### src/rtl/tmds_channel_decoder.sv
// One TMDS lane receiver: word alignment by control-token search, then
// classification of each aligned word as control token, TERC4 code or video byte.
module tmds_channel_decoder #(
    parameter int LOCK_TOKENS  = 16,
    parameter int SEARCH_WORDS = 4096
) (
    input  logic       clk,
    input  logic       reset_n,
    input  logic [9:0] din,
    output logic       locked,
    output logic       de,
    output logic       ctrl,
    output logic [1:0] c,
    output logic       terc4_hit,
    output logic [3:0] terc4,
    output logic [7:0] q,
    output logic [3:0] offset
);

    localparam int CNT_MAX = (SEARCH_WORDS > LOCK_TOKENS) ? SEARCH_WORDS : LOCK_TOKENS;
    localparam int CW      = $clog2(CNT_MAX + 1);

    typedef enum logic [1:0] {
        ST_SEARCH = 2'd0,
        ST_VERIFY = 2'd1,
        ST_LOCKED = 2'd2
    } state_t;

    // Word pipeline and alignment window
    logic [9:0]    r0_q;
    logic [9:0]    r1_q;
    logic [9:0]    a_q;
    logic [9:0]    win;

    state_t        state_q;
    logic [CW-1:0] cnt_q;
    logic [CW-1:0] cnt_inc;
    logic [3:0]    offset_q;
    logic [3:0]    offset_nxt;
    logic          locked_d;

    // Classification of the aligned word
    logic          tok;
    logic [1:0]    tok_c;
    logic          terc_hit;
    logic [3:0]    terc_val;
    logic [7:0]    dp;
    logic [7:0]    q_d;

    // Registered outputs
    logic          locked_q;
    logic          de_q;
    logic          ctrl_q;
    logic [1:0]    c_q;
    logic          terc4_hit_q;
    logic [3:0]    terc4_q;
    logic [7:0]    q_q;

    // r1 holds the older word, so it supplies the low (earlier) serial bits.
    assign win        = 10'({r0_q, r1_q} >> offset_q);
    assign cnt_inc    = cnt_q + 1'b1;
    assign offset_nxt = (offset_q == 4'd9) ? 4'd0 : offset_q + 4'd1;

    always_comb begin
        tok   = 1'b1;
        tok_c = 2'd0;
        case (a_q)
            10'b1101010100: tok_c = 2'd0;
            10'b0010101011: tok_c = 2'd1;
            10'b0101010100: tok_c = 2'd2;
            10'b1010101011: tok_c = 2'd3;
            default:        tok   = 1'b0;
        endcase
    end

    always_comb begin
        terc_hit = 1'b1;
        terc_val = 4'h0;
        case (a_q)
            10'b1010011100: terc_val = 4'h0;
            10'b1001100011: terc_val = 4'h1;
            10'b1011100100: terc_val = 4'h2;
            10'b1011100010: terc_val = 4'h3;
            10'b0101110001: terc_val = 4'h4;
            10'b0100011110: terc_val = 4'h5;
            10'b0110001110: terc_val = 4'h6;
            10'b0100111100: terc_val = 4'h7;
            10'b1011001100: terc_val = 4'h8;
            10'b0100111001: terc_val = 4'h9;
            10'b0110011100: terc_val = 4'hA;
            10'b1011000110: terc_val = 4'hB;
            10'b1010001110: terc_val = 4'hC;
            10'b1001110001: terc_val = 4'hD;
            10'b0101100011: terc_val = 4'hE;
            10'b1011000011: terc_val = 4'hF;
            default:        terc_hit = 1'b0;
        endcase
    end

    // Undo the transmitter's optional inversion, then its XOR/XNOR chain.
    always_comb begin
        dp     = a_q[9] ? ~a_q[7:0] : a_q[7:0];
        q_d    = 8'h00;
        q_d[0] = dp[0];
        for (int i = 1; i < 8; i++) begin
            q_d[i] = a_q[8] ? (dp[i] ^ dp[i-1]) : ~(dp[i] ^ dp[i-1]);
        end
    end

    // Lock status after this edge; output gating follows it so the final
    // locking token already shows up as locked.
    always_comb begin
        locked_d = 1'b0;
        case (state_q)
            ST_VERIFY: locked_d = tok && (cnt_inc == CW'(LOCK_TOKENS));
            ST_LOCKED: locked_d = tok || (cnt_inc != CW'(SEARCH_WORDS));
            default:   locked_d = 1'b0;
        endcase
    end

    always_ff @(posedge clk or negedge reset_n) begin
        if (!reset_n) begin
            state_q  <= ST_SEARCH;
            cnt_q    <= '0;
            offset_q <= 4'd0;
        end else begin
            case (state_q)
                ST_SEARCH: begin
                    if (tok) begin
                        state_q <= ST_VERIFY;
                        cnt_q   <= CW'(1);
                    end else if (cnt_inc == CW'(SEARCH_WORDS)) begin
                        cnt_q    <= '0;
                        offset_q <= offset_nxt;
                    end else begin
                        cnt_q <= cnt_inc;
                    end
                end
                ST_VERIFY: begin
                    if (!tok) begin
                        state_q <= ST_SEARCH;
                        cnt_q   <= '0;
                    end else if (cnt_inc == CW'(LOCK_TOKENS)) begin
                        state_q <= ST_LOCKED;
                        cnt_q   <= '0;
                    end else begin
                        cnt_q <= cnt_inc;
                    end
                end
                ST_LOCKED: begin
                    if (tok) begin
                        cnt_q <= '0;
                    end else if (cnt_inc == CW'(SEARCH_WORDS)) begin
                        state_q  <= ST_SEARCH;
                        cnt_q    <= '0;
                        offset_q <= offset_nxt;
                    end else begin
                        cnt_q <= cnt_inc;
                    end
                end
                default: begin
                    state_q <= ST_SEARCH;
                    cnt_q   <= '0;
                end
            endcase
        end
    end

    always_ff @(posedge clk or negedge reset_n) begin
        if (!reset_n) begin
            r0_q        <= '0;
            r1_q        <= '0;
            a_q         <= '0;
            locked_q    <= 1'b0;
            de_q        <= 1'b0;
            ctrl_q      <= 1'b0;
            c_q         <= 2'd0;
            terc4_hit_q <= 1'b0;
            terc4_q     <= 4'd0;
            q_q         <= 8'd0;
        end else begin
            r0_q        <= din;
            r1_q        <= r0_q;
            a_q         <= win;
            locked_q    <= locked_d;
            de_q        <= locked_d & ~tok;
            ctrl_q      <= locked_d & tok;
            c_q         <= (locked_d && tok) ? tok_c : 2'd0;
            terc4_hit_q <= locked_d & ~tok & terc_hit;
            terc4_q     <= (locked_d && !tok && terc_hit) ? terc_val : 4'd0;
            q_q         <= locked_d ? q_d : 8'd0;
        end
    end

    assign locked    = locked_q;
    assign de        = de_q;
    assign ctrl      = ctrl_q;
    assign c         = c_q;
    assign terc4_hit = terc4_hit_q;
    assign terc4     = terc4_q;
    assign q         = q_q;
    assign offset    = offset_q;

endmodule
### config.mk
export PLATFORM = sky130hd
export DESIGN_NAME = tmds_channel_decoder
export DESIGN_NICKNAME = d
export VERILOG_FILES = /design/src/rtl/tmds_channel_decoder.sv
export SDC_FILE = /design/constraint.sdc
export NUM_CORES = 1
export LEC_CHECK = 0
export CAP_MARGIN = 20
export CORE_ASPECT_RATIO = 1.5
export CORE_MARGIN = 1.5
export CORE_UTILIZATION = 35
export DETAILED_ROUTE_END_ITERATION = 10
export SLEW_MARGIN = 20
export SYNTH_ARGS = -nofsm -noshare
export SYNTH_HDL_FRONTEND = slang
export SYNTH_SLANG_ARGS = --single-unit
### constraint.sdc
create_clock -name clk -period 2.5 [get_ports clk]
set_input_delay 0.25 -clock clk [delete_from_list [all_inputs] [get_ports clk]]
set_output_delay 0.25 -clock clk [all_outputs]
set_load 0.02 [all_outputs]
==> Implementation_results.wiki <==
{| class="wikitable"
! Metric !! Value
|-
| Final TNS setup || 0 ns
|-
| Final worst-path setup slack || 0.1424 ns
|-
| Mean routed wirelength per cell || 14.56 um
|-
| CP arrival || 2.55 ns
|-
| Power per Cell Area || 651.6 nW/um^2
|-
| Fraction of the mapped netlist area in simple logic gates || 18.91%
|-
| Initial Utilization || 36.30%
|-
| Via-to-Cell Ratio || 5.102
|-
| Post-synthesis adder-cell area fraction || 5.503%
|-
| Die X || 88.80 um
|-
| Critical path buffer and inverter count || 0
|-
| Dominant synthesized flop cell || dfrtp_1
|-
| Antenna Nets Post-Route || 0
|-
| TritonCTS clock tree || done
|-
| CP endpoint kind || register
|-
| Cell area reported after detailed placement || 4390 um^2
|-
| Number of optimization iterations in the first detailed-route pass || 4
|-
| Max-Slew Margin vs Limit || 44.20%
|-
| Count of distinct cell types in the synthesized netlist || 70
|-
| GR Util All Layers || 15.41%
|-
| Clock buffer count from CTS || 9
|-
| Fraction of synthesized area in multiplexers || 8.255%
|-
| Combinational family with the most area after synthesis || simple AND/OR/NAND/NOR gates
|-
| Source-to-sink clock delay at the later pin of the worst-skew pair || 0.33 ns
|-
| Number of warnings printed during yosys synthesis || 0
|-
| # DRC || 0
|-
| Syn_area_per_cell || 10.17 um^2
|-
| Outcome || finished clean
|-
| Post-Route Skew || 0.007292 ns
|-
| Max Fclk || 0.4242 GHz
|-
| Ratio of cells with drive above 1 in the final layout || 12.21%
|-
| Worst setup slack before clock tree synthesis || 0.1488 ns
|-
| Final period util || 94.30%
|-
| Post-synthesis async set-or-reset flop share || 100.0%
|-
| Number of sinks driven by the clock tree || 67
|-
| Worst hold slack across all endpoints || 0.07054 ns
|-
| Sum of internal, switching and leakage power || 3.091 mW
|-
| Maximum buffer depth of the clock tree || 2
|-
| FF+latch count, synth || 67
|-
| Post-route insts no fill || 570
|-
| Worst voltage drop across the vdd grid || 0.3817 mV
|-
| Final RePlAce weighted congestion || 0.9230
|-
| Leading post-synthesis cells by instance count || 67 x dfrtp_1, 37 x nand2_1, 27 x nor2_1
|-
| Final core utilization || 44.55%
|-
| Wire length reported by the detailed router || 8.302 mm
|-
| Critical path type || reg -> reg
|-
| First-iteration detailed-routing DRC count || 110
|-
| Maximum fanout along the worst path || 10
|-
| Antenna Diode Count || 0
|-
| Clock slew at the register clock pins of the worst setup and hold paths || 0.05 ns
|-
| Global-route wire length before repair || 13.84 mm
|-
| Max-slew violations || 0
|-
| Sum of overflow across all layers after global routing || 0
|-
| Clock root cell || clkbuf_16
|-
| Finished Cell Area || 4743 um^2
|-
| Kind of start point of the critical path || register
|-
| Vias after detailed routing || 2908
|-
| Number of nets produced by synthesis || 409
|-
| Post-CTS Hold Fix Bufs || 0
|-
| Most frequently used cell type in the post-synthesis netlist || dfrtp_1
|-
| Die area || 11700 um^2
|-
| Top-level I/O count || 34
|-
| Worst Hold Class || in -> async
|-
| Final setup fails || 0
|-
| Compound-gate portion of the synthesized area || 13.95%
|-
| Leak pwr || 1.948 nW
|-
| Port Buffer Count || 33
|-
| Post-CTS Setup Repair Bufs || 0
|-
| Fraction of synthesized cell area taken by the top area cell type || 43.38%
|-
| Post_cts resized || 0
|-
| Placed insts || 554
|-
| Area of the core region || 10650 um^2
|-
| Time the worst path needs with I/O delays and setup || 2.358 ns
|-
| # rows || 46
|-
| RSZ-0062 raised after global routing || false
|-
| Crit-path max cell delay || 0.54 ns
|-
| Maximum capacitance violations || 0
|-
| Vias in the first global route || 2952
|-
| Largest area contributor in the netlist || dfrtp_1
|-
| Post-synthesis cell area || 3865 um^2
|-
| Cell with the largest stage delay on the worst path || or4_4
|-
| CP delay by family, top || compound AO/OA/AOI/OAI gates
|-
| Sequential share of the synthesized area || 43.38%
|-
| Number of failing hold endpoints at the final stage || 0
|-
| Antenna violations before repair || 0
|-
| Die H || 131.7 um
|-
| Layout overhead on the synthesized area || 22.73%
|-
| Synth area leaders || dfrtp_1 43%, ha_1 5.5%, xnor2_1 4.1%
|-
| Measured slew at the worst slew-check pin || 0.8369 ns
|-
| Maximum number of pins on one net before global-route repair || 68
|-
| Cells along the critical path || ha_2 > nand4_2 > or4_4 > a311oi_1 > o211ai_1 > a22oi_4 > nor4b_1
|-
| Number of nets in the finished design || 450
|-
| Post-synthesis xor/xnor area fraction || 5.439%
|-
| Synth Instances || 380
|-
| Number of levels in the clock H-tree || 3
|-
| Data required time of the critical path || 2.70 ns
|-
| Number of enable-type register cells in the synthesized netlist || 0
|-
| Half-perimeter wire length after detailed placement || 6.073 mm
|}
-- routing by layer --
metal | global-route usage (%) | vias up | wire, um
met1 | 16.81 | 1359 | 3321
li1 | - | 1451 | -
met4 | 9.722 | 0 | 241
met3 | 2.952 | 19 | 301
met5 | 0 | - | 0
met2 | 26.47 | 79 | 4438
-- logic make-up after synthesis --
family          after synthesis
simple gates                136
compound gates               75
flops                        67
buf+inv                      37
xor+xnor                     24
mux                          24
fa+ha+maj                    17
-- area by class of cell --
type,count,area (um^2)
Clock buffer,11,242.7
Clock inverter,5,85.08
Fill cell,1001,5904
Inverter,19,71.32
Multi-Input combinational cell,276,2037
Sequential cell,67,1677
Tap cell,144,180.2
Timing Repair Buffer,48,450.4
-- flip-flops by register name, summed over array words and instances (netlist names), 2 cells and up --
| name | flops |
|---|---|
| r0_q | 10 |
| offset | 4 |
| r1_q | 10 |
| c | 2 |
| a_q | 10 |
| cnt_q | 13 |
| state_q | 2 |
| q | 8 |
| terc4 | 4 |
-- final timing paths --
kind	from	end	slack (ns)	cells past startpoint
max	cnt_q[1]$_DFF_PN0_	c[1]$_DFF_PN0_	0.14	7
min	reset_n	q[3]$_DFF_PN0_	0.07	2
max reg2reg	cnt_q[1]$_DFF_PN0_	c[1]$_DFF_PN0_	0.14	7
min reg2reg	r0_q[6]$_DFF_PN0_	r1_q[6]$_DFF_PN0_	0.39	0
max in group asynchronous	reset_n	a_q[7]$_DFF_PN0_	1.83	2
min in group clk	din[4]	r0_q[4]$_DFF_PN0_	0.35	1
-- where the power goes --
| group | internal [mW] | total [mW] | leakage, nW | switching (mW) |
|---|---|---|---|---|
| clock network | 0.905 | 1.38 | 0.156 | 0.472 |
| logic | 0.215 | 0.449 | 0.935 | 0.234 |
| registers | 1.16 | 1.27 | 0.857 | 0.104 |
-- cell usage in the layout (no fill, tap or decap), drive strengths merged, types with 3 or more instances in the layout --
cell / n
a211oi: 3
a21oi: 17
a22oi: 6
a31oi: 3
and2: 5
and3: 5
buf: 16
clkbuf: 11
clkdlybuf4s50: 32
dfrtp: 67
ha: 17
inv: 19
mux2: 3
mux2i: 15
mux4: 6
nand2: 37
nand3: 12
nand4: 4
nor2: 27
nor2b: 9
nor3: 14
nor3b: 3
nor4: 3
o211ai: 5
o21ai: 10
o22ai: 4
o2bb2ai: 4
o31ai: 4
xnor2: 18
xor2: 6
Note: power is estimated with default switching activity, not from simulation.
